## src/rtl/alu_operand_forward_unit_pkg.sv

```systemverilog
// Shared types and constants for the EX-stage operand forwarding unit.
package alu_operand_forward_unit_pkg;

  localparam int DATA_W = 16;
  localparam int REG_AW = 3;
  localparam int CNT_W  = 16;

  // Shadow copy of one pipeline stage's destination bookkeeping.
  typedef struct packed {
    logic              valid;
    logic [REG_AW-1:0] rd;
    logic              wr_en;
    logic              is_load;
  } stage_tag_t;

  typedef enum logic [1:0] {
    FWD_RF,
    FWD_EX,
    FWD_MEM,
    FWD_WB
  } fwd_src_e;

  // A stage can supply register r only if it will really write it; r0 is never forwarded.
  function automatic logic tag_match(stage_tag_t t, logic [REG_AW-1:0] r);
    return t.valid & t.wr_en & (t.rd == r) & (r != '0);
  endfunction

endpackage

```

## src/rtl/alu_operand_forward_unit_if.sv

```systemverilog
// Decode-side inputs and EX-side outputs of the operand forwarding unit.
interface alu_operand_forward_unit_if;
  import alu_operand_forward_unit_pkg::*;

  logic              id_valid;
  logic [REG_AW-1:0] id_rs_a;
  logic [REG_AW-1:0] id_rs_b;
  logic              id_uses_a;
  logic              id_uses_b;
  logic [REG_AW-1:0] id_rd;
  logic              id_wr_en;
  logic              id_is_load;
  logic              id_use_imm;
  logic [DATA_W-1:0] rf_data_a;
  logic [DATA_W-1:0] rf_data_b;
  logic [DATA_W-1:0] ex_result;
  logic [DATA_W-1:0] mem_load_data;

  logic              stall;
  logic              ex_valid;
  logic [DATA_W-1:0] ex_op_a;
  logic [DATA_W-1:0] ex_op_b;
  logic              ex_y_sel;
  logic [CNT_W-1:0]  stall_count;

  modport master (
    output id_valid, id_rs_a, id_rs_b, id_uses_a, id_uses_b, id_rd,
           id_wr_en, id_is_load, id_use_imm, rf_data_a, rf_data_b,
           ex_result, mem_load_data,
    input  stall, ex_valid, ex_op_a, ex_op_b, ex_y_sel, stall_count
  );

  modport slave (
    input  id_valid, id_rs_a, id_rs_b, id_uses_a, id_uses_b, id_rd,
           id_wr_en, id_is_load, id_use_imm, rf_data_a, rf_data_b,
           ex_result, mem_load_data,
    output stall, ex_valid, ex_op_a, ex_op_b, ex_y_sel, stall_count
  );

endinterface

```

## src/rtl/alu_operand_forward_unit_operand_fwd_select.sv

```systemverilog
// Resolves one source operand to its newest value, or flags a load-use hazard.
module operand_fwd_select
  import alu_operand_forward_unit_pkg::*;
(
  input  logic [REG_AW-1:0] rs_i,
  input  logic              uses_i,
  input  stage_tag_t        ex_tag_i,
  input  stage_tag_t        mem_tag_i,
  input  stage_tag_t        wb_tag_i,
  input  logic [DATA_W-1:0] rf_data_i,
  input  logic [DATA_W-1:0] ex_result_i,
  input  logic [DATA_W-1:0] mem_res_i,
  input  logic [DATA_W-1:0] mem_load_i,
  input  logic [DATA_W-1:0] wb_data_i,
  output logic [DATA_W-1:0] data_o,
  output logic              hazard_o
);

  fwd_src_e src;
  logic     unused_wb_is_load;

  // WB already holds final data, so its load flag carries no information here.
  assign unused_wb_is_load = wb_tag_i.is_load;

  // Youngest producer wins; a load still in EX has no data yet.
  always_comb begin
    src      = FWD_RF;
    hazard_o = 1'b0;
    if (uses_i) begin
      if (tag_match(ex_tag_i, rs_i)) begin
        src      = FWD_EX;
        hazard_o = ex_tag_i.is_load;
      end else if (tag_match(mem_tag_i, rs_i)) begin
        src = FWD_MEM;
      end else if (tag_match(wb_tag_i, rs_i)) begin
        src = FWD_WB;
      end
    end
  end

  // Data mux for the chosen source; value is discarded when hazard_o stalls the slot.
  always_comb begin
    data_o = rf_data_i;
    case (src)
      FWD_EX:  data_o = ex_result_i;
      FWD_MEM: data_o = mem_tag_i.is_load ? mem_load_i : mem_res_i;
      FWD_WB:  data_o = wb_data_i;
      default: data_o = rf_data_i;
    endcase
  end

endmodule

```

## src/rtl/alu_operand_forward_unit.sv

```systemverilog
// EX-stage operand forwarding, load-use stall and ID/EX operand registers.
module alu_operand_forward_unit
  import alu_operand_forward_unit_pkg::*;
(
  input  logic                       clk_i,
  input  logic                       rst_i,
  alu_operand_forward_unit_if.slave  bus
);

  stage_tag_t        ex_tag_q, ex_tag_d, mem_tag_q, wb_tag_q;
  logic [DATA_W-1:0] mem_res_q, wb_data_q, mem_fwd;
  logic [DATA_W-1:0] op_a_q, op_a_d, op_b_q, op_b_d, res_a, res_b;
  logic              y_sel_q, y_sel_d;
  logic [CNT_W-1:0]  stall_cnt_q, stall_cnt_d;
  logic              haz_a, haz_b, stall;

  assign mem_fwd = mem_tag_q.is_load ? bus.mem_load_data : mem_res_q;

  operand_fwd_select u_sel_a (
    .rs_i(bus.id_rs_a), .uses_i(bus.id_uses_a),
    .ex_tag_i(ex_tag_q), .mem_tag_i(mem_tag_q), .wb_tag_i(wb_tag_q),
    .rf_data_i(bus.rf_data_a), .ex_result_i(bus.ex_result),
    .mem_res_i(mem_res_q), .mem_load_i(bus.mem_load_data), .wb_data_i(wb_data_q),
    .data_o(res_a), .hazard_o(haz_a)
  );

  operand_fwd_select u_sel_b (
    .rs_i(bus.id_rs_b), .uses_i(bus.id_uses_b),
    .ex_tag_i(ex_tag_q), .mem_tag_i(mem_tag_q), .wb_tag_i(wb_tag_q),
    .rf_data_i(bus.rf_data_b), .ex_result_i(bus.ex_result),
    .mem_res_i(mem_res_q), .mem_load_i(bus.mem_load_data), .wb_data_i(wb_data_q),
    .data_o(res_b), .hazard_o(haz_b)
  );

  // Stall decision and next values of the ID/EX boundary; a stall inserts an all-zero bubble.
  always_comb begin
    stall       = bus.id_valid & (haz_a | haz_b);
    ex_tag_d    = '0;
    op_a_d      = '0;
    op_b_d      = '0;
    y_sel_d     = 1'b0;
    stall_cnt_d = stall_cnt_q;
    if (stall) begin
      if (stall_cnt_q != '1) stall_cnt_d = stall_cnt_q + 16'd1;
    end else begin
      ex_tag_d = '{valid: bus.id_valid, rd: bus.id_rd,
                   wr_en: bus.id_wr_en, is_load: bus.id_is_load};
      op_a_d   = res_a;
      op_b_d   = res_b;
      y_sel_d  = bus.id_use_imm;
    end
  end

  // Shadow pipeline and operand registers; MEM and WB keep advancing through a stall.
  always_ff @(posedge clk_i) begin
    if (rst_i) begin
      ex_tag_q    <= '0;
      mem_tag_q   <= '0;
      wb_tag_q    <= '0;
      mem_res_q   <= '0;
      wb_data_q   <= '0;
      op_a_q      <= '0;
      op_b_q      <= '0;
      y_sel_q     <= 1'b0;
      stall_cnt_q <= '0;
    end else begin
      ex_tag_q    <= ex_tag_d;
      mem_tag_q   <= ex_tag_q;
      wb_tag_q    <= mem_tag_q;
      mem_res_q   <= bus.ex_result;
      wb_data_q   <= mem_fwd;
      op_a_q      <= op_a_d;
      op_b_q      <= op_b_d;
      y_sel_q     <= y_sel_d;
      stall_cnt_q <= stall_cnt_d;
    end
  end

  assign bus.stall       = stall;
  assign bus.ex_valid    = ex_tag_q.valid;
  assign bus.ex_op_a     = op_a_q;
  assign bus.ex_op_b     = op_b_q;
  assign bus.ex_y_sel    = y_sel_q;
  assign bus.stall_count = stall_cnt_q;

endmodule

```

## src/flat_wrapper.sv

```systemverilog
// flat-port wrapper written by rule: the top's interface ports become plain ports
module alu_operand_forward_unit_flat import alu_operand_forward_unit_pkg::*;
  (clk_i, rst_i, bus_id_valid, bus_id_rs_a, bus_id_rs_b, bus_id_uses_a, bus_id_uses_b, bus_id_rd, bus_id_wr_en, bus_id_is_load, bus_id_use_imm, bus_rf_data_a, bus_rf_data_b, bus_ex_result, bus_mem_load_data, bus_stall, bus_ex_valid, bus_ex_op_a, bus_ex_op_b, bus_ex_y_sel, bus_stall_count);
  alu_operand_forward_unit_if bus_i ();
  input  logic clk_i;
  input  logic rst_i;
  input wire logic [$bits(bus_i.id_valid)-1:0] bus_id_valid;
  input wire logic [$bits(bus_i.id_rs_a)-1:0] bus_id_rs_a;
  input wire logic [$bits(bus_i.id_rs_b)-1:0] bus_id_rs_b;
  input wire logic [$bits(bus_i.id_uses_a)-1:0] bus_id_uses_a;
  input wire logic [$bits(bus_i.id_uses_b)-1:0] bus_id_uses_b;
  input wire logic [$bits(bus_i.id_rd)-1:0] bus_id_rd;
  input wire logic [$bits(bus_i.id_wr_en)-1:0] bus_id_wr_en;
  input wire logic [$bits(bus_i.id_is_load)-1:0] bus_id_is_load;
  input wire logic [$bits(bus_i.id_use_imm)-1:0] bus_id_use_imm;
  input wire logic [$bits(bus_i.rf_data_a)-1:0] bus_rf_data_a;
  input wire logic [$bits(bus_i.rf_data_b)-1:0] bus_rf_data_b;
  input wire logic [$bits(bus_i.ex_result)-1:0] bus_ex_result;
  input wire logic [$bits(bus_i.mem_load_data)-1:0] bus_mem_load_data;
  output wire logic [$bits(bus_i.stall)-1:0] bus_stall;
  output wire logic [$bits(bus_i.ex_valid)-1:0] bus_ex_valid;
  output wire logic [$bits(bus_i.ex_op_a)-1:0] bus_ex_op_a;
  output wire logic [$bits(bus_i.ex_op_b)-1:0] bus_ex_op_b;
  output wire logic [$bits(bus_i.ex_y_sel)-1:0] bus_ex_y_sel;
  output wire logic [$bits(bus_i.stall_count)-1:0] bus_stall_count;
  assign bus_i.id_valid = bus_id_valid;
  assign bus_i.id_rs_a = bus_id_rs_a;
  assign bus_i.id_rs_b = bus_id_rs_b;
  assign bus_i.id_uses_a = bus_id_uses_a;
  assign bus_i.id_uses_b = bus_id_uses_b;
  assign bus_i.id_rd = bus_id_rd;
  assign bus_i.id_wr_en = bus_id_wr_en;
  assign bus_i.id_is_load = bus_id_is_load;
  assign bus_i.id_use_imm = bus_id_use_imm;
  assign bus_i.rf_data_a = bus_rf_data_a;
  assign bus_i.rf_data_b = bus_rf_data_b;
  assign bus_i.ex_result = bus_ex_result;
  assign bus_i.mem_load_data = bus_mem_load_data;
  assign bus_stall = bus_i.stall;
  assign bus_ex_valid = bus_i.ex_valid;
  assign bus_ex_op_a = bus_i.ex_op_a;
  assign bus_ex_op_b = bus_i.ex_op_b;
  assign bus_ex_y_sel = bus_i.ex_y_sel;
  assign bus_stall_count = bus_i.stall_count;
  alu_operand_forward_unit u_core (.clk_i(clk_i), .rst_i(rst_i), .bus(bus_i));
endmodule
```

## config.mk

```make
export PLATFORM = sky130hd
export DESIGN_NAME = alu_operand_forward_unit_flat
export DESIGN_NICKNAME = d
export VERILOG_FILES = /design/src/rtl/alu_operand_forward_unit_pkg.sv /design/src/rtl/alu_operand_forward_unit_if.sv /design/src/rtl/alu_operand_forward_unit_operand_fwd_select.sv /design/src/rtl/alu_operand_forward_unit.sv /design/src/flat_wrapper.sv
export SDC_FILE = /design/constraint.sdc
export NUM_CORES = 1
export LEC_CHECK = 0
export CORE_MARGIN = 4
export CORE_UTILIZATION = 30
export CTS_CLUSTER_SIZE = 8
export DETAILED_ROUTE_END_ITERATION = 7
export HOLD_SLACK_MARGIN = 0.03
export PLACE_DENSITY = 0.53
export SLEW_MARGIN = 20
export SYNTH_ARGS = -nofsm -noshare
export SYNTH_HDL_FRONTEND = slang
export SYNTH_SLANG_ARGS = --single-unit
```

## constraint.sdc

```tcl
create_clock -name clk_i -period 3.4 [get_ports clk_i]
set_input_delay 0.68 -clock clk_i [delete_from_list [all_inputs] [get_ports clk_i]]
set_output_delay 0.68 -clock clk_i [all_outputs]
set_load 0.01 [all_outputs]
```

### Yosys cells after proc, flatten, opt, wreduce, memory -nomap -nowiden

Index checks and enable logic that the tools add are counted.

| cells by class | value |
|---|---|
| add/sub/neg operators | 1 |
| equality and inequality tests | 13 |
| muxes and demuxes | 15 |
| bitwise logic cells | 17 |
| reduce and logical (&&, ||, !) cells | 4 |

Operators by type and width:

| cell | count |
|---|---|
| $pmux 16 s3 | 2 |
| $eq 3x3->1 | 6 |
| $add 16x1->16 const B | 1 |
| $and 1x1->1 | 16 |
| $mux 16 | 1 |
| $mux 2 | 8 |
| $ne 16x16->1 const B | 1 |
| $eq 2x2->1 const B | 4 |
| $reduce_bool 3->1 | 2 |
| $eq 2x1->1 const B | 2 |
| $mux 1 | 4 |
| $reduce_and 2->1 | 1 |
| $reduce_or 2->1 | 1 |
| $or 1x1->1 | 1 |

| storage, ports and cells | value |
|---|---|
| flip-flop bits (word level) | 98 |
| input port bits | 81 |
| output and inout port bits | 51 |
| word-level logic and storage cells | 67 |

### Longest topological paths before layout

| depth | value |
|---|---|
| depth in word-level cells | 9 |
| depth in mapped cells | 9 |
| gate-level depth less buffers | 7 |

### Cells and area by module

From an unflattened synthesis, not the netlist that was laid out.

| unflattened totals | value |
|---|---|
| cell total of the unflattened synthesis | 540 |
| area total of the unflattened synthesis | 5311.3 µm² |

By module, submodules not included:

| module | instances | cells an instance | area an instance (µm²) | sequential area each (µm²) |
|---|---|---|---|---|
| alu_operand_forward_unit | 1 | 290 | 3196.8 | 1981.9 |
| operand_fwd_select | 2 | 125 | 1057.3 | 0.0 |

### Least setup slack after synthesis

OpenSTA, ideal clock, no wires.

| timing path | value |
|---|---|
| path type | input to output |
| start point | in bus_id_rs_b[1] |
| end point | out bus_stall |
| data arrival time | 1919 ps |
| data required time | 2720 ps |
| slack | 801 ps |
| stages on the path | 6 |
| path buffers | 1 |
| cell sequence | buf_2 -> or3b_1 -> a211oi_2 -> o211a_4 -> nor2_1 -> inv_1 |

| on the way | value |
|---|---|
| longest elaborated chain between the ends | 7 |
| elaborated cells on any way between the ends | 8 |
| those cells by class | eq/ne (1); mux (2); bitwise (4); reduce/logical (1) |

Ends and longest elaborated chain:

| element | line | RTL |
|---|---|---|
| from (decl) | flat_wrapper.sv:9 | `input wire logic [$bits(bus_i.id_rs_b)-1:0] bus_id_rs_b;` |
| $eq 3x3->1 | alu_operand_forward_unit_pkg.sv:25 | `return t.valid & t.wr_en & (t.rd == r) & (r != '0);` |
| $and 1x1->1 | alu_operand_forward_unit_pkg.sv:25 |  |
| $and 1x1->1 * | alu_operand_forward_unit_pkg.sv:25 |  |
| $mux 1 * | alu_operand_forward_unit_operand_fwd_select.sv:30 | `if (tag_match(ex_tag_i, rs_i)) begin` |
| $mux 1 * | alu_operand_forward_unit_operand_fwd_select.sv:29 | `if (uses_i) begin` |
| $or 1x1->1 * | alu_operand_forward_unit.sv:37 | `stall = bus.id_valid & (haz_a \| haz_b);` |
| $and 1x1->1 * | alu_operand_forward_unit.sv:37 |  |
| to (decl) | flat_wrapper.sv:20 | `output wire logic [$bits(bus_i.stall)-1:0] bus_stall;` |

Every way passes the cells marked *; elsewhere a longest branch is shown, timed or not.

### Worst setup path in the final report

| timing path | value |
|---|---|
| start point | in bus_id_rs_a[0] |
| end point | out bus_stall |

| on the way | value |
|---|---|
| longest elaborated chain between the ends | 7 |
| elaborated cells on any way between the ends | 8 |
| those cells by class | eq/ne (1); mux (2); bitwise (4); reduce/logical (1) |

Ends and longest elaborated chain:

| element | line | RTL |
|---|---|---|
| from (decl) | flat_wrapper.sv:8 | `input wire logic [$bits(bus_i.id_rs_a)-1:0] bus_id_rs_a;` |
| $eq 3x3->1 | alu_operand_forward_unit_pkg.sv:25 |  |
| $and 1x1->1 | alu_operand_forward_unit_pkg.sv:25 |  |
| $and 1x1->1 * | alu_operand_forward_unit_pkg.sv:25 |  |
| $mux 1 * | alu_operand_forward_unit_operand_fwd_select.sv:30 |  |
| $mux 1 * | alu_operand_forward_unit_operand_fwd_select.sv:29 |  |
| $or 1x1->1 * | alu_operand_forward_unit.sv:37 |  |
| $and 1x1->1 * | alu_operand_forward_unit.sv:37 |  |

Marked as above.

==> results by group <==
Worst hold path
  – Class of the worst hold path: reg -> reg

Layout
  – Non-Filler Instances: 821
  – Design area: 6329 um2
  – # diodes: 0
  – Nets@finish: 718
  – Area growth syn-to-layout: 43.94%
  – Share of layout cells above drive strength 1: 10.30%

Global route
  – GRT Resource Usage Total: 17.57%
  – Initial antenna violation count: 1
  – Grt total ovfl: 0
  – First-pass GRT wire length: 22,780 um
  – Number of global-route vias before repair: 4,380
  – Pin count of the biggest net entering global routing: 60

STA
  – RSZ-0062 raised after global routing: false
  – Worst-margin pin slew: 0.7398 ns
  – Final hold violation count: 0
  – Fin crit share: 94.76%
  – Post-layout min period: 3.222 ns
  – Final Setup Violations: 0
  – Max-slew violations: 0
  – Max-slew headroom: 50.50%
  – Clock Skews: 0.01132 ns
  – FMAX: 310.4 MHz

Logic synthesis
  – Net Count, Synth: 577
  – Seq cells post-synth: 98
  – Syn_area_per_cell: 8.882 um2
  – Top post-synthesis cells by area: dfxtp_1 (45%), a21oi_1 (5.7%), o21ai_0 (4.3%)
  – Synth cell types: 53
  – Async SR Flop Fraction: 0%
  – Top cells by count, synth: dfxtp_1 (98), a21oi_1 (50), nor2_1 (45)
  – Sequential element share of the synthesized area: 44.62%
  – Count leader, synth: dfxtp_1
  – Synth area leader: dfxtp_1
  – Primary FF master, synth: dfxtp_1
  – Share of the synthesized area in the top cell type: 44.62%
  – Mapped Area: 4397 um2
  – Ys Warns: 0
  – Mapped Cells: 495
  – Count of flip-flops with a built-in enable after synthesis: 0

Placement
  – Placed Area: 6021 um2
  – Cells after DPL: 805
  – Gpl congestion: 0.7874
  – Hpwl dp: 10,200 um
  – I/O Buffers: 131

Pwr
  – Static Leak: 2.276 nW
  – IR drop worst, VDD: 347.2 uV
  – Pwr dens: 407.3 nW/um2

Critical path
  – Critical path type: in -> out
  – Crit end category: primary output
  – Critical path startpoint category: input port
  – Worst Path Max Fanout: 4
  – WP data required: 2.72 ns
  – R2r setup slk: 1.09 ns
  – Worst path arrival time: 2.54 ns

Clocking
  – CTS Buf Count: 9
  – Worst-path clk slew: 0.07 ns
  – Total clock sinks: 98
  – Clock Path Buffers: 2
  – Post-CTS setup buffer count: 0
  – Hold_buf cts: 0
  – Htree depth: 3
  – TritonCTS clock tree: yes
  – Post-cts resize count: 1
  – CTS root buf: clkbuf_16
  – Clk_lat worst skew: 0.35 ns

Floorplanning
  – Starting density of the core: 31.19%
  – Area of the core: 14,100 um2
  – Std-Cell Rows: 43
  – Ports: 132
  – DIE HEIGHT: 129.1 um
  – Chip width: 129.1 um
  – Die Area: 16,660 um2

Route
  – Vias per cell: 5.124
  – First-pass iteration count of the detailed router: 4
  – Initial DRC Count: 205
  – Drt drc: 0
  – Detailed-route via count: 4,207
  – Per-cell routed wire length: 17.40 um
  – DRT Wirelength: 14,290 um
  – DRT antenna net count: 0

Status
  – Outcome: complete, no violations

Run
  – Max cap viols: 0
==> through the flow <==
step	TNS (ns)	utilization, %	worst slack, ns	hold slack, ns	power (mW)
4_1_cts	0	44.85	0.09092	0.4867	2.613
6_report	0	44.90	0.1782	0.4768	2.577
3_5_place_dp	-0.04775	42.71	-0.04775	0.4764	1.559
3_3_place_gp	-0.02025	42.71	-0.02025	0.4767	1.556
5_1_grt	0	44.90	0.009818	0.4967	2.685
2_1_floorplan	0	-	0.8007	0.4291	1.365
==> power by group <==
part	switching [mW]	total, mW	internal (mW)
registers	0.0230	1.22	1.20
clock network	0.471	1.05	0.576
logic	0.130	0.311	0.181
total	0.624	2.58	1.95
==> flip-flops by register name, indices dropped and copies added, names as in the netlist, 5 cells and up <==
signal	flops
u_core.bus.ex_op_a	16
u_core.mem_tag_q	6
u_core.bus.stall_count	16
u_core.mem_res_q	16
u_core.wb_tag_q	5
u_core.wb_data_q	16
u_core.ex_tag_q	5
u_core.bus.ex_op_b	16
==> routing by layer <==
layer	routed length, um	track usage (%)
met1	6210	22.16
met2	6914	28.51
met3	930	5.565
met4	217	5.930
met5	13	0
==> worst paths after layout <==
| kind | end | start | cells after the start |
|---|---|---|---|
| max | bus_stall | bus_id_rs_a[0] | 7 |
| min | u_core.mem_tag_q[1]$_SDFF_PP0_ | u_core.ex_tag_q[1]$_SDFF_PP0_ | 1 |
| max reg2reg | u_core.bus.ex_op_a[4]$_SDFF_PP0_ | u_core.ex_tag_q[3]$_SDFF_PP0_ | 7 |
| min reg2reg | u_core.mem_tag_q[1]$_SDFF_PP0_ | u_core.ex_tag_q[1]$_SDFF_PP0_ | 1 |
==> final cells by class <==
cell class	instances	area [um2]
Clock buffer	9	225.2
Clock inverter	7	77.57
Fill cell	1404	7767
Inverter	16	60.06
Multi-Input combinational cell	351	2243
Sequential cell	98	1962
Tap cell	180	225.2
Timing Repair Buffer	160	1535
==> cell usage in the layout, fill, tap and decap left out, types with 3 or more instances in the layout <==
master and instances:
nor2b_1 28, clkinv_4 3, and2_1 3, o21a_1 4, o211ai_1 7, nor4_1 8, buf_4 28, o311a_1 3
or3b_1 4, nand3_1 13, or3_1 6, xor2_1 3, a211oi_2 3, a31oi_1 3, a211oi_1 18, mux2i_1 16
nor3_2 3, dfxtp_1 98, nand2_1 15, o21ai_1 3, a21oi_1 50, and3_1 16, o2bb2ai_1 8, clkbuf_16 9
o22ai_1 8, nor2_1 45, inv_1 15, o21ai_0 38, clkdlybuf4s50_1 129, xnor2_1 13, o31ai_1 5, o2111ai_2 3
==> worst max-delay path, stage by stage <==
cell and delay, ns:
clkdlybuf4s50_1 0.57, xnor2_1 0.16, o2111ai_2 0.17, nor3_2 0.21, nor2_1 0.11, inv_1 0.09
clkdlybuf4s50_1 0.55
==> kinds of logic (layout without fill, tap and decap cells) <==
kind of cell | count (synthesis) | after routing | share of synthesized area (%)
adder cells (fa/ha/maj) | 1 | 1 | 0.2845
flip-flops | 98 | 98 | 44.62
multiplexers | 17 | 17 | 3.899
AO/OA/AOI/OAI | 165 | 165 | 25.07
buffers and inverters | 46 | 192 | 4.496
XOR/XNOR | 16 | 16 | 3.187
AND/OR/NAND/NOR | 152 | 152 | 18.44
No activity file was read; power rests on OpenSTA's default activity.
